**src/rtl/crypto_if.sv**
```systemverilog
// ----------------------------------------------------------------------------
// crypto_if
// Request/response bundle between the execute-stage ALU and crypto_engine.
//   crypto_en : request strobe from the ALU (sampled only while idle)
//   opcode    : 5'b11001 encrypt, 5'b11010 decrypt, anything else is illegal
//   data_in   : 19-bit plaintext (enc) or ciphertext (dec), ALU operand_a
//   key_in    : 19-bit initial key k0, ALU operand_b
//   busy      : high while an operation is in progress
//   done      : one-cycle pulse when result is updated
//   result    : last completed output, held until the next completion
//   err       : one-cycle pulse for a request carrying an illegal opcode
// master = ALU side, slave = crypto_engine side.
// ----------------------------------------------------------------------------
interface crypto_if;
  logic        crypto_en;
  logic [4:0]  opcode;
  logic [18:0] data_in;
  logic [18:0] key_in;
  logic        busy;
  logic        done;
  logic [18:0] result;
  logic        err;

  modport master (
    output crypto_en, opcode, data_in, key_in,
    input  busy, done, result, err
  );

  modport slave (
    input  crypto_en, opcode, data_in, key_in,
    output busy, done, result, err
  );
endinterface

```
**src/rtl/crypto_engine.sv**
```systemverilog
// ----------------------------------------------------------------------------
// crypto_engine
// Multi-cycle rotate/XOR cipher on 19-bit operands, raised by the ALU for
// opcodes 25 (enc) and 26 (dec). Encrypt runs ROUNDS round edges; decrypt
// first replays the key schedule forward (EXPAND, ROUNDS edges) and then
// unwinds the rounds backwards, so decrypt is the exact inverse of encrypt.
// Ports:
//   clk : system clock, rising edge
//   rst : synchronous, active-high reset
//   bus : crypto_if.slave (request in, busy/done/result/err out)
// Parameter:
//   ROUNDS : number of cipher rounds, legal range 1..16
// ----------------------------------------------------------------------------
module crypto_engine #(
  parameter int unsigned ROUNDS = 8
) (
  input  logic     clk,
  input  logic     rst,
  crypto_if.slave  bus
);

  localparam logic [4:0] OP_ENC = 5'b11001;
  localparam logic [4:0] OP_DEC = 5'b11010;
  // Round counter is 5 bits so ROUNDS=16 still fits the last index (15).
  localparam logic [4:0] LAST   = 5'(ROUNDS - 1);

  typedef enum logic [1:0] {
    IDLE,
    EXPAND,
    ROUND
  } state_e;

  state_e      state_q;
  logic        dec_q;      // 1 = decrypt mode, 0 = encrypt mode
  logic [18:0] x_q;
  logic [18:0] k_q;
  logic [4:0]  i_q;
  logic        busy_q;
  logic        done_q;
  logic        err_q;
  logic [18:0] result_q;

  function automatic logic [18:0] rotl(input logic [18:0] v, input int unsigned n);
    return (v << n) | (v >> (19 - n));
  endfunction

  function automatic logic [18:0] rotr(input logic [18:0] v, input int unsigned n);
    return (v >> n) | (v << (19 - n));
  endfunction

  // Per-round next values, shared by the single FSM process below.
  logic [18:0] i_ext;
  logic [18:0] k_fwd_d;   // forward key step: used by encrypt rounds and EXPAND
  logic [18:0] ki_dec_d;  // backward key step: recovers the key of round i
  logic [18:0] x_enc_d;
  logic [18:0] x_dec_d;

  assign i_ext    = {14'd0, i_q};
  assign k_fwd_d  = rotl(k_q, 5) ^ i_ext;
  assign ki_dec_d = rotr(k_q ^ i_ext, 5);
  assign x_enc_d  = rotl(x_q ^ k_q, 3);
  assign x_dec_d  = rotr(x_q, 3) ^ ki_dec_d;

  // NOTE: every register here is written with <= so all updates in one edge
  // see the pre-edge values (x and k of the same round use the old k).
  always_ff @(posedge clk) begin
    if (rst) begin
      // NOTE: these are plain flops, not a memory array, so all of them are
      // reset; a reset mid-operation therefore leaves no stale round state.
      state_q  <= IDLE;
      dec_q    <= 1'b0;
      x_q      <= '0;
      k_q      <= '0;
      i_q      <= '0;
      busy_q   <= 1'b0;
      done_q   <= 1'b0;
      err_q    <= 1'b0;
      result_q <= '0;
    end else begin
      // done and err are single-cycle pulses unless re-raised below.
      done_q <= 1'b0;
      err_q  <= 1'b0;

      case (state_q)
        IDLE: begin
          if (bus.crypto_en) begin
            if (bus.opcode == OP_ENC || bus.opcode == OP_DEC) begin
              x_q     <= bus.data_in;
              k_q     <= bus.key_in;
              i_q     <= '0;
              dec_q   <= (bus.opcode == OP_DEC);
              busy_q  <= 1'b1;
              state_q <= (bus.opcode == OP_DEC) ? EXPAND : ROUND;
            end else begin
              err_q <= 1'b1;
            end
          end
        end

        EXPAND: begin
          // Walk the key schedule forward to k_ROUNDS so ROUND can unwind it.
          k_q <= k_fwd_d;
          if (i_q == LAST) begin
            i_q     <= LAST;
            state_q <= ROUND;
          end else begin
            i_q <= i_q + 5'd1;
          end
        end

        ROUND: begin
          if (!dec_q) begin
            x_q <= x_enc_d;
            k_q <= k_fwd_d;
            i_q <= i_q + 5'd1;
            if (i_q == LAST) begin
              result_q <= x_enc_d;
              done_q   <= 1'b1;
              busy_q   <= 1'b0;
              i_q      <= '0;
              state_q  <= IDLE;
            end
          end else begin
            x_q <= x_dec_d;
            k_q <= ki_dec_d;
            i_q <= i_q - 5'd1;
            if (i_q == 5'd0) begin
              result_q <= x_dec_d;
              done_q   <= 1'b1;
              busy_q   <= 1'b0;
              i_q      <= '0;
              state_q  <= IDLE;
            end
          end
        end

        default: state_q <= IDLE;
      endcase
    end
  end

  assign bus.busy   = busy_q;
  assign bus.done   = done_q;
  assign bus.err    = err_q;
  assign bus.result = result_q;

endmodule

```
**src/flat_wrapper.sv**
```systemverilog
// flat-port wrapper written by rule: the top's interface ports become plain ports
module crypto_engine_flat 
#(
  parameter int unsigned ROUNDS = 8
)
  (clk, rst, bus_crypto_en, bus_opcode, bus_data_in, bus_key_in, bus_busy, bus_done, bus_result, bus_err);
  crypto_if bus_i ();
  input  logic clk;
  input  logic rst;
  input wire logic [$bits(bus_i.crypto_en)-1:0] bus_crypto_en;
  input wire logic [$bits(bus_i.opcode)-1:0] bus_opcode;
  input wire logic [$bits(bus_i.data_in)-1:0] bus_data_in;
  input wire logic [$bits(bus_i.key_in)-1:0] bus_key_in;
  output wire logic [$bits(bus_i.busy)-1:0] bus_busy;
  output wire logic [$bits(bus_i.done)-1:0] bus_done;
  output wire logic [$bits(bus_i.result)-1:0] bus_result;
  output wire logic [$bits(bus_i.err)-1:0] bus_err;
  assign bus_i.crypto_en = bus_crypto_en;
  assign bus_i.opcode = bus_opcode;
  assign bus_i.data_in = bus_data_in;
  assign bus_i.key_in = bus_key_in;
  assign bus_busy = bus_i.busy;
  assign bus_done = bus_i.done;
  assign bus_result = bus_i.result;
  assign bus_err = bus_i.err;
  crypto_engine #(.ROUNDS(ROUNDS)) u_core (.clk(clk), .rst(rst), .bus(bus_i));
endmodule
```
**config.mk**
```make
export PLATFORM = sky130hd
export DESIGN_NAME = crypto_engine_flat
export DESIGN_NICKNAME = d
export VERILOG_FILES = /design/src/rtl/crypto_if.sv /design/src/rtl/crypto_engine.sv /design/src/flat_wrapper.sv
export SDC_FILE = /design/constraint.sdc
export NUM_CORES = 1
export LEC_CHECK = 0
export CORE_ASPECT_RATIO = 1.1
export CORE_UTILIZATION = 54
export DETAILED_ROUTE_END_ITERATION = 16
export PLACE_DENSITY = 0.84
export SLEW_MARGIN = 20
export SYNTH_ARGS = -nofsm -noshare
export SYNTH_HDL_FRONTEND = slang
export SYNTH_SLANG_ARGS = --single-unit
```
**constraint.sdc**
```tcl
create_clock -name clk -period 2 [get_ports clk]
set_input_delay 0.4 -clock clk [delete_from_list [all_inputs] [get_ports clk]]
set_output_delay 0.4 -clock clk [all_outputs]
set_load 0.03 [all_outputs]
```
==> metrics.cfg, run 1 <==
[synth]
ys_types=55
synth-edff-count=0
netlist_top_cells_area=dfxtp_1 34%, xor2_1 6.3%, a21oi_1 6.1%
synth.largest_area_cell=dfxtp_1
synth_ff_type=dfxtp_1
yosys_register_bits=68
ys.warnings.count=0
syn-cell-area_mm2=0.004044
synth_fp_nets=537
synth-seq-area-share=0.3366
postSynth.asyncResetShare=0
synthMostInstantiatedCell=dfxtp_1
syn-instance-count=484
netlist_top_cells_count=68 x dfxtp_1, 55 x nand2_1, 53 x nor2_1
post-synth-top-area-fraction=0.3366
postSynthAreaPerCell_um2=8.355

[routing]
dr_total_vias=3767
drt_iter0_drc=369
drc_errors=10
detail_route.vias_per_cell=5.951
drt-total-wl_um=10380
dr.pass1.iters=11
final_antenna_net_count=0
route.detailed.wl_per_inst_um=16.40

[critical_path]
crit_path_end_kind=flop
required_time_at_the_worst_slack_endpoint_ns=2.25
critical-path-slowest-cell=dfxtp_1
worstSetupPathType=flop to flop
timing.critical_path.cells=inv_1 > ha_2 > clkinv_1 > buf_4 > mux2i_4 > buf_12 > nor2_1 > a211oi_1
critical-path-max-stage-delay_ns=0.33
path_max_fanout=35
timing.critical_path.arrival_ns=2.10
startpoint_type=flop

[global_route]
number_of_global_route_vias_before_repair=3541
groute.layer.met1.usage=0.3619
first_pass_grt_wire_length_um=17280
met2_usage=0.4607
met3_usage=0.05437
globalRouteOverflowTotal=0
grt_usage=0.2790
grt_antenna_before_repair=0
grt_most_used_layer=met2
pin_count_of_the_biggest_net_entering_global_routing=45

[finish]
area_growth_syn_to_layout_pct=23.92
layout.core_utilization=0.7031
layout-drive-gt1-share=0.1314
finish.cell_count_without_fillers=633
num-nets-final=596
layout.cell_area.non_filler_mm2=0.005011
num_antenna_cells=0

[timing]
fin_worst_skew_ns=0.008942
max_freq_ghz=0.5395
timing_worst_slew_pin_value_ns=0.4925
slew_headroom=0.6716
final_setup_violating_endpoints=0
min_period_ns=1.854
finalHoldViolations=0
drv_slew=0
rsz0062_at_grt=no
layout_worst_path_cycle_share=0.9268

[placement]
hpwl_um=7524
placement.io_buffers=67
gpl_congestion=0.9381
dpl_cell_area_mm2=0.004810
instance_count_after_placement_with_tap_cells_included=617

[outcome]
outcome=finished, violations left
failed_checks=design-rule violations

[clocking]
post_cts.repair.setup_buffers=0
clk_path_buf_depth=2
post_cts_clock_slew_at_the_launch_and_capture_registers_of_the_worst_setup_and_hold_paths_ns=0.07
clock-root-buffer=clkbuf_8
tritoncts=built
clkLatencyLatePin_ns=0.34
number_of_buffers_inserted_during_clock_tree_synthesis=9
numClockSinks=68
h-tree-depth=3

[die]
placement_rows=32
start_util=0.5674
dieHeight_um=92.76
dieWidth_um=84.51
die_area_mm2=0.007839
ports_placed_on_the_boundary=68
core_footprint_mm2=0.007127

[hold_path]
hp-class=primary input to flop

[pwr]
vdd_ir_drop_max_mv=0.4283
power_per_cell_area_mw_per_mm2=665.1
p_leak_nw=1.860

[run]
max_cap_violations=0

cell usage in the layout (no fill, tap or decap), types with 2 or more instances in the layout:
cell type	Yosys	layout
nand2_1	55	55
buf_4	4	17
ha_1	7	6
mux2i_1	18	18
a211oi_2	12	12
and3b_1	3	3
a22oi_1	20	20
clkbuf_8	0	10
nor2_1	53	53
dfxtp_1	68	68
xor2_1	29	29
a22o_1	9	9
a22o_2	10	10
and2_1	3	3
o21ai_0	21	21
buf_12	0	4
a211oi_1	12	12
o211ai_1	3	3
a32o_1	3	3
a21oi_1	49	49
clkdlybuf4s50_1	0	66
clkinv_2	0	2
o21a_1	3	3
clkbuf_1	20	2
nor3_1	4	4
inv_1	10	10
nand3_1	4	4
a31oi_1	2	2
nand2b_1	2	2
xnor2_1	19	19
report_power, final:
group          switching [mW]  internal [mW]  total, mW
registers               0.101           1.41       1.51
clock network           0.516          0.609       1.13
logic                   0.364          0.329      0.693
total                   0.981           2.35       3.33
registers in the layout, indices dropped and copies added, names as in the netlist, 2 cells and up:
| signal | flops |
|---|---|
| u_core.state_q | 2 |
| u_core.bus.result | 19 |
| u_core.k_q | 19 |
| u_core.x_q | 19 |
| u_core.i_q | 5 |
metal layers:
| layer | part of all wire | up-vias | wire, um |
|---|---|---|---|
| met4 | 0.020 | 0 | 210 |
| li1 | - | 1819 | - |
| met2 | 0.48 | 162 | 4989 |
| met3 | 0.073 | 23 | 756 |
| met5 | 0 | - | 0 |
| met1 | 0.43 | 1763 | 4422 |
worst paths after layout:
kind,cells past startpoint,endpoint,slack (ns),start
setup / recovery,8,u_core.x_q[18]$_SDFFE_PP0P_,0.15,u_core.state_q[0]$_SDFFE_PP0P_
hold / removal,2,u_core.i_q[3]$_SDFFE_PP0P_,0.38,rst
setup reg to reg,8,u_core.x_q[18]$_SDFFE_PP0P_,0.15,u_core.state_q[0]$_SDFFE_PP0P_
hold reg to reg,2,u_core.bus.result[5]$_SDFFE_PP0P_,0.46,u_core.bus.result[5]$_SDFFE_PP0P_
logic make-up after synthesis:
family / Yosys count / share of synthesized area
DFF: 68 / 0.3366
muxes: 20 / 0.05291
and+or+nand+nor: 136 / 0.1501
buffers and inverters: 51 / 0.06312
adders and majority gates: 7 / 0.02166
xor gates and xnor gates: 49 / 0.1080
AOI/OAI and AO/OA: 153 / 0.2676
layout make-up:
cell class	instances	area (um2)
multi-input cells	365	2435
fillers	546	2116
flip-flops and latches	68	1361
repair buffers	88	873.3
clock buffers	12	145.1
well taps	85	106.4
clock inverters	4	48.80
inverters	11	41.29
through the flow:
stage / hold slack (ns) / setup TNS (ns) / setup WS (ns) / power, mW
5_1_grt: 0.3821 / 0 / 0.006037 / 3.467
4_1_cts: 0.3707 / 0 / 0.03685 / 3.327
3_3_place_gp: 0.4424 / -1.909 / -0.09824 / 2.201
3_5_place_dp: 0.4477 / -3.654 / -0.1320 / 2.221
2_1_floorplan: 0.5024 / 0 / 0.2525 / 1.976
6_report: 0.3823 / 0 / 0.1464 / 3.333
worst max-delay path, delay by kind of cell (launching register included):
| family | cells | cell delay [ns] |
|---|---|---|
| AO/OA/AOI/OAI | 1 | 0.23 |
| adder cells (fa/ha/maj) | 1 | 0.27 |
| buffers and inverters | 4 | 0.69 |
| flip-flops | 1 | 0.33 |
| multiplexers | 1 | 0.17 |
| AND/OR/NAND/NOR | 1 | 0.07 |
repair_timing:
item,CTS,global route
hold buffers,0,0
endpoints found under the setup margin,2,19
hold endpoints to repair,0,0
cloned,0,0
pin swaps,0,0
resized for setup,1,1
No activity file was read; power rests on OpenSTA's default activity.
==> run 2, diff against run 1 <==
- CAP_MARGIN: unset -> 5
==> results of run 2 <==
The final DEF is identical to that of run 1; final timing and power are the same.
==> run 3, diff against run 2 <==
- CORE_MARGIN: unset -> 2
==> run 3 against run 2 <==
- the flow now finishes without violations
- die area increased by 4.6%
- power is 8.8% higher
- clock power grew 25%
- register-to-register slack worse by 0.04 ns
- first-iteration DRC count is 5.7% lower
- global-route usage decreased by 1.6 points
- count of clock-buffer cells in the layout decreased by 2
- setup slack got worse by 0.037 ns
- design area rose by 1.3%
- sequential cell count is the same
- cell count increased by 0.79%
- sequential power is essentially flat
- largest power group unchanged
==> metrics.cfg, run 3 (synthesis gave the netlist of run 1 again) <==
[placement]
hpwl_um=7901
preCtsSetupSlack_ns=-0.1695
dpl_cell_area_mm2=0.004822
placement.io_buffers=67
gpl_congestion=0.9454
instance_count_after_placement_with_tap_cells_included=622

[critical_path]
worstPathBufferInverterCount=1
reg2regPathDepth=6
timing.critical_path.arrival_ns=2.19
critical-path-slowest-cell=a2111oi_0
worst_path_dominant_cell_family=compound AO/OA/AOI/OAI gates
worst_r2r_startpoint=u_core.i_q[1]$_SDFFE_PP0P_
worstReg2RegEnd=u_core.state_q[0]$_SDFFE_PP0P_
path_max_fanout=5
required_time_at_the_worst_slack_endpoint_ns=2.30
worstSetupPathType=flop to flop
setup.reg_to_reg.worst_slack_ns=0.11
startpoint_type=flop
timing.critical_path.cells=ha_1 > buf_4 > and4bb_2 > o22ai_1 > a2111oi_0 > o21a_1
critical-path-max-stage-delay_ns=0.49
crit_path_end_kind=flop

[finish]
layout-drive-gt1-share=0.1397
layout.area.seq_mm2=0.001361
num-nets-final=599
fillers=589
num_antenna_cells=0
most_frequent_standard_cell_in_the_layout_excluding_fill_and_tap_cells=dfxtp_1
layout.cell_area.non_filler_mm2=0.005079
area_growth_syn_to_layout_pct=25.59
multi_input_comb_area_mm2=0.002435
layout_common_cells=68 x dfxtp_1, 66 x clkdlybuf4s50_1, 55 x nand2_1, 53 x nor2_1, 49 x a21oi_1
finish.cell_count_without_fillers=638

[routing]
dr.pass1.iters=5
route.detailed.wl_per_inst_um=16.83
drc_errors=0
final_antenna_net_count=0
dr_total_vias=3814
drt-total-wl_um=10740
drt_iter0_drc=348
detail_route.vias_per_cell=5.978

[clocking]
numClockSinks=68
h-tree-depth=3
clkLatencyLatePin_ns=0.35
clk_path_buf_depth=2
post_cts_clock_slew_at_the_launch_and_capture_registers_of_the_worst_setup_and_hold_paths_ns=0.08
post_cts.repair.setup_buffers=0
clock-root-buffer=clkbuf_8
number_of_buffers_inserted_during_clock_tree_synthesis=9
cts_hold_repair.buffers=0
tritoncts=built

[timing]
timing_worst_slew_pin_value_ns=0.4768
rsz0062_at_grt=no
layout_setup_ws_ns=0.1094
drv_slew=0
fin_worst_skew_ns=0.01073
slew_headroom=0.6739
layout_worst_path_cycle_share=0.9453
finalHoldViolations=0
min_period_ns=1.891
setup-tns-final_ns=0
max_freq_ghz=0.5289
final_setup_violating_endpoints=0

[outcome]
outcome=complete, no violations

[pwr]
vdd_ir_drop_max_mv=0.3821
power_per_cell_area_mw_per_mm2=713.7
p_leak_nw=1.897

[global_route]
pin_count_of_the_biggest_net_entering_global_routing=42
groute.layer.met1.usage=0.3453
first_pass_grt_wire_length_um=16870
met2_usage=0.4385
met3_usage=0.03846
grt_most_used_layer=met2
number_of_global_route_vias_before_repair=3435
globalRouteOverflowTotal=0
grt_antenna_before_repair=0
grt_usage=0.2628

[hold_path]
hold_path_depth=2
worst_hold_startpoint=rst
timing.hold.worst_endpoint=u_core.dec_q$_SDFFE_PP0P_
hp-class=primary input to flop

[die]
dieHeight_um=94.76
die_area_mm2=0.008198
start_util=0.5502
core_footprint_mm2=0.007350
placement_rows=33
dieWidth_um=86.51
ports_placed_on_the_boundary=68

[run]
max_cap_violations=0

## run 3: cell count changes in the layout (fill, tap and decap cells not counted)
| cell | change |
|---|---|
| clkbuf_1 | -2 |
| buf_12 | -1 |
| clkinv_2 | -1 |
| buf_4 | +4 |
| bufinv_16 | +2 |
| clkinvlp_4 | +1 |
## run 3: area by class of cell
type / count / share of cell area
Clock buffer: 10 / 0.02710
Timing Repair Buffer: 91 / 0.1739
Clock inverter: 6 / 0.02193
Tap cell: 87 / 0.02143
Inverter: 11 / 0.008130
Sequential cell: 68 / 0.2680
Multi-Input combinational cell: 365 / 0.4794
## run 3: timing repair
item                                   in CTS  in global routing
gates resized for setup                     1                  1
setup endpoints to repair                   4                  2
endpoints found under the hold margin       0                  0
## run 3: how the worst max path moves through the flow
stage	startpoint	to	slack [ns]	cells past startpoint
2_1_floorplan	u_core.state_q[0]$_SDFFE_PP0P_	u_core.k_q[10]$_SDFFE_PP0P_	0.25	9
3_3_place_gp	bus_opcode[0]	u_core.k_q[17]$_SDFFE_PP0P_	-0.08	6
3_5_place_dp	bus_opcode[1]	u_core.k_q[13]$_SDFFE_PP0P_	-0.17	6
4_1_cts	u_core.state_q[0]$_SDFFE_PP0P_	u_core.x_q[1]$_SDFFE_PP0P_	0.12	8
5_1_grt	u_core.i_q[0]$_SDFFE_PP0P_	u_core.state_q[0]$_SDFFE_PP0P_	0.02	7
6_report	u_core.i_q[1]$_SDFFE_PP0P_	u_core.state_q[0]$_SDFFE_PP0P_	0.11	6
## run 3: power by group
group	switching, mW	internal (mW)
clock network	0.549	0.862
registers	0.104	1.41
logic	0.365	0.332
total	1.02	2.61
## run 3: stage by stage
stage | utilization | hold slack, ns | total power, mW
2_1_floorplan | - | 0.5024 | 1.976
4_1_cts | 0.6907 | 0.3784 | 3.618
5_1_grt | 0.6910 | 0.3939 | 3.744
6_report | 0.6910 | 0.3860 | 3.625
3_3_place_gp | 0.6561 | 0.4418 | 2.206
3_5_place_dp | 0.6561 | 0.4455 | 2.227
## run 3: routing by layer
metal	vias up	share of wire
li1	1822	-
met4	0	0.025
met2	185	0.48
met3	31	0.070
met1	1776	0.43
met5	-	0
